`config.mk`:
```
export PLATFORM = sky130hd
export DESIGN_NAME = mem_ctrl_ram
export DESIGN_NICKNAME = d
export VERILOG_FILES = /design/src/rtl/mem_ctrl_ram.sv
export SDC_FILE = /design/constraint.sdc
export NUM_CORES = 2
export LEC_CHECK = 0
export ABC_AREA = 1
export CAP_MARGIN = 15
export CORE_UTILIZATION = 50
export CTS_CLUSTER_SIZE = 14
export DETAILED_ROUTE_END_ITERATION = 8
export DONT_BUFFER_PORTS = 1
export SYNTH_ARGS = -nofsm -noshare
export SYNTH_HDL_FRONTEND = slang
export SYNTH_SLANG_ARGS = --single-unit
```
`constraint.sdc`:
```
create_clock -name clk -period 12 [get_ports clk]
set_clock_uncertainty 0.1 [all_clocks]
set_input_delay 2.4 -clock clk [delete_from_list [all_inputs] [get_ports clk]]
set_output_delay 2.4 -clock clk [all_outputs]
set_load 0.01 [all_outputs]
```
`src/rtl/mem_ctrl_ram.sv`:
```
// Single-port synchronous RAM with valid/ready requests, byte-lane writes,
// a configurable fully pipelined read latency and a post-reset clear sequencer.
module mem_ctrl_ram #(
    parameter int                    DATA_WIDTH = 8,
    parameter int                    ADDR_WIDTH = 8,
    parameter int                    MEM_DEPTH  = 256,
    parameter int                    RD_LATENCY = 1,
    parameter logic [DATA_WIDTH-1:0] INIT_VALUE = '0,
    parameter int                    BE_WIDTH   = DATA_WIDTH / 8
) (
    input  logic                  clk,
    input  logic                  rst_n,
    input  logic                  req_valid,
    output logic                  req_ready,
    input  logic                  req_we,
    input  logic [ADDR_WIDTH-1:0] req_addr,
    input  logic [DATA_WIDTH-1:0] req_wdata,
    input  logic [BE_WIDTH-1:0]   req_be,
    output logic                  rsp_valid,
    output logic [DATA_WIDTH-1:0] rsp_rdata,
    output logic                  init_done,
    output logic                  err_addr
);

    typedef enum logic {
        ST_INIT = 1'b0,
        ST_RUN  = 1'b1
    } state_t;

    localparam logic [ADDR_WIDTH-1:0] CNT_ONE   = ADDR_WIDTH'(1);
    localparam logic [ADDR_WIDTH-1:0] LAST_ADDR = ADDR_WIDTH'(MEM_DEPTH - 1);
    localparam logic [ADDR_WIDTH:0]   DEPTH_W   = (ADDR_WIDTH + 1)'(MEM_DEPTH);

    logic [DATA_WIDTH-1:0] mem_r [0:MEM_DEPTH-1];

    state_t                state_r;
    logic [ADDR_WIDTH-1:0] cnt_r;
    logic                  req_ready_r;
    logic                  init_done_r;
    logic                  err_addr_r;

    logic [RD_LATENCY-1:0] vld_r;
    logic [DATA_WIDTH-1:0] dat_r [RD_LATENCY];

    logic                  in_range_s;
    logic                  acc_s;
    logic                  wr_acc_s;
    logic                  rd_acc_s;
    logic [DATA_WIDTH-1:0] rd_word_s;

    // Request qualification and the word sampled by an accepted read.
    always_comb begin
        in_range_s = ({1'b0, req_addr} < DEPTH_W);
        acc_s      = req_valid && req_ready_r;
        wr_acc_s   = acc_s && req_we && in_range_s;
        rd_acc_s   = acc_s && !req_we;
        rd_word_s  = '0;
        if (in_range_s) begin
            rd_word_s = mem_r[req_addr];
        end else begin
            rd_word_s = '0;
        end
    end

    // Storage array: cleared word by word during INIT, byte-lane writes in RUN.
    always_ff @(posedge clk) begin
        if (state_r == ST_INIT) begin
            mem_r[cnt_r] <= INIT_VALUE;
        end else if (wr_acc_s) begin
            for (int i = 0; i < BE_WIDTH; i++) begin
                if (req_be[i]) begin
                    mem_r[req_addr][8*i +: 8] <= req_wdata[8*i +: 8];
                end
            end
        end
    end

    // Init/run sequencer with registered handshake and sticky address error.
    always_ff @(posedge clk or negedge rst_n) begin
        if (!rst_n) begin
            state_r     <= ST_INIT;
            cnt_r       <= '0;
            req_ready_r <= 1'b0;
            init_done_r <= 1'b0;
            err_addr_r  <= 1'b0;
        end else begin
            case (state_r)
                ST_INIT: begin
                    cnt_r <= cnt_r + CNT_ONE;
                    if (cnt_r == LAST_ADDR) begin
                        state_r     <= ST_RUN;
                        req_ready_r <= 1'b1;
                        init_done_r <= 1'b1;
                    end
                end
                ST_RUN: begin
                    if (acc_s && !in_range_s) begin
                        err_addr_r <= 1'b1;
                    end
                end
                default: begin
                    state_r     <= ST_INIT;
                    cnt_r       <= '0;
                    req_ready_r <= 1'b0;
                    init_done_r <= 1'b0;
                end
            endcase
        end
    end

    // Read pipeline; each data stage only advances behind a valid, so the
    // last stage doubles as the hold register for rsp_rdata.
    always_ff @(posedge clk or negedge rst_n) begin
        if (!rst_n) begin
            vld_r <= '0;
            for (int k = 0; k < RD_LATENCY; k++) begin
                dat_r[k] <= '0;
            end
        end else begin
            vld_r[0] <= rd_acc_s;
            if (rd_acc_s) begin
                dat_r[0] <= rd_word_s;
            end
            for (int k = 1; k < RD_LATENCY; k++) begin
                vld_r[k] <= vld_r[k-1];
                if (vld_r[k-1]) begin
                    dat_r[k] <= dat_r[k-1];
                end
            end
        end
    end

    assign req_ready = req_ready_r;
    assign init_done = init_done_r;
    assign err_addr  = err_addr_r;
    assign rsp_valid = vld_r[RD_LATENCY-1];
    assign rsp_rdata = dat_r[RD_LATENCY-1];

endmodule

```
==> metrics.csv <==
metric,value,unit
regToRegSetupSlack,6.93,ns
first_iter_violations,6670,
startpoint_type,primary input,
hp-class,register to register,
dpl_cell_area,85100,um^2
cp-endpoint,rsp_rdata[6],
synth_area,83900,um^2
avgSynthCellArea,11.8,um^2
yosys_register_bits,2067,
vias,54700,
max_freq,145,MHz
rsz0062_at_grt,no,
cts-hold-fix-buffers,0,
dp.final_hpwl,124000,um
synth_commonest_cells,"2,114 x nand2_1, 2,048 x edfxtp_1, 2,042 x nand3_1",
cts_tree,done,
tns,0,ns
place_inst,8866,
ff2ff_path_depth,6,
clockBufferDepth,3,
wl,235000,um
synth-async-reset-ratio,0.00919,
nNetsFinal,6891,
maxSlewViolCount,747,
fp.dieW,412,um
synth_flop_cell,edfxtp_1,
dieArea,170000,um^2
io_pins,33,
grt_usage,0.277,
grt_pass1_vias,52100,
clk_latency,0.86,ns
synth_top_area_share,0.733,
finalCriticalPeriod,6.91,ns
critPathKind,primary input to register,
antenna_found_initial,1,
cts_resized,0,
final_cells,9228,
utilization,0.547,
die_h,412,um
irDropWorstVdd,0.175,mV
worst_pin_slew,3.10,ns
synth_top_cells_by_area,"edfxtp_1 73%, nand3_1 12%, nand2_1 9.5%, buf_2 1.4%, nor2_1 1.3%",
synth_nets,7118,
drt_pass1_iterations,6,
synthDistinctLibCells,30,
cp_data_required_time,12.69,ns
antenna_left,0,
yosys.area.top_type,edfxtp_1,
start_util,0.503,
finalHoldViolations,0,
slew_headroom,-1.07,
p_leak,30.2,nW
violations,slew limit,
drv_cap,0,
cts-htree-levels,4,
synth_edf_count,2048,
r2r_end,mem_r[242][5],
grt_pass1_wl,347000,um
clk_pin_slew,0.06,ns
ys_seq_area_frac,0.738,
syn_inst,7096,
cts_made_buffers,204,
rows,150,
yosysMostFrequentCell,nand2_1,
synthToLayoutAreaGrowth,8.79,%
post-cts-setup-buffers,0,
drive_gt1_frac,0.0496,
drc,0,
crit_path_start,req_addr[0],
powerDensity,158,nW/um^2
crit_fanout,1026,
routedWlPerCell,25.5,um
clock-root-buffer,clkbuf_16,
r2r_start,init_done,
core,167000,um^2
setup_violations,0,
worstPathArrival,7.60,ns
yosys_warnings,0,
grt_max_degree,1027,
min_period_over_period,0.576,
gr-total-overflow,0,
port-buffer-count,0,
cts_sinks,2067,
viasPerCell,5.92,
place_congestion,0.846,
status,"complete, but fails checks",
final_area,91300,um^2
critPathCaptureType,register,
## sequential cells by signal, indices dropped and copies added (netlist names)
register   count
cnt_r          8
mem_r       2048
rsp_rdata      8
state_r        1
init_done      1
rsp_valid      1
## cells by family after synthesis
group	Yosys count	synth area share
other cells	1	0.0000447
xor+xnor	6	0.000626
simple gates	4464	0.231
flops	2067	0.738
buf+inv	547	0.0290
fa+ha+maj	1	0.000149
compound gates	10	0.00112
## worst max-delay path, stage by stage
cell	delay, ns
inv_8	1.20
buf_4	0.85
buf_4	0.90
nand2_1	0.14
nand3_1	0.12
nand3_1	0.10
nand3_1	0.17
nand3_1	0.14
nand3_1	0.21
nand3_1	0.10
nand3_1	0.14
nand3_1	0.08
nand2_1	0.09
## placed cells by master, fill, tap and decap left out, drive strengths merged
master | netlist | final
a21oi | 1 | 1
buf | 319 | 54
bufinv | 0 | 8
clkbuf | 169 | 267
clkinv | 1 | 84
conb | 1 | 1
dfrtp | 19 | 19
diode | 0 | 1
edfxtp | 2048 | 2048
ha | 1 | 1
inv | 58 | 61
nand2 | 2115 | 2115
nand3 | 2043 | 2043
nor2 | 299 | 299
nor3 | 5 | 5
nor4 | 1 | 1
o21ai | 8 | 8
o21bai | 1 | 1
or2 | 1 | 1
xnor2 | 2 | 2
xor2 | 4 | 4
## cell type report
cell class                      count  area, um^2
Timing Repair Buffer               55         542
Fill cell                       14000       75500
Clock buffer                      266        5440
Inverter                           59         246
Clock inverter                     94         733
Tap cell                         2204        2760
Multi-Input combinational cell   4482       19600
Antenna cell                        1        2.50
Sequential cell                  2067       62000
## per-layer routing
metal / vias to the layer above / GRT usage / routed length, um
met5: - / 0 / 0
met4: 0 / 0.0987 / 8200
met3: 410 / 0.0489 / 19700
met2: 2439 / 0.430 / 109000
met1: 27100 / 0.395 / 98800
li1: 24700 / - / -
## where the power goes
part | total (W) | internal [W] | switching (W)
Sequential | 0.00781 | 0.00781 | 0
Combinational | 0.000625 | 0.000215 | 0.000410
Clock | 0.00603 | 0.00335 | 0.00268
Total | 0.0145 | 0.0114 | 0.00309
## metrics by stage
| step | hold slack (ns) | total power (W) | setup WS [ns] |
|---|---|---|---|
| 2_1_floorplan | 0.360 | 0.00846 | 1.75 |
| 3_3_place_gp | 0.398 | 0.00855 | 5.27 |
| 3_5_place_dp | 0.397 | 0.00856 | 5.19 |
| 4_1_cts | 0.412 | 0.0145 | 6.08 |
| 5_1_grt | 0.451 | 0.0148 | 5.81 |
| 6_report | 0.411 | 0.0145 | 5.09 |
## worst min path at each step
stage | cells past startpoint | from | to
final | 2 | cnt_r[7] | state_r
after global routing | 2 | cnt_r[7] | state_r
after CTS | 2 | cnt_r[7] | state_r
after detailed placement | 2 | cnt_r[7] | state_r
after global placement | 2 | cnt_r[7] | state_r
after floorplan | 2 | cnt_r[7] | state_r
Power figures use the tool's default switching activity.
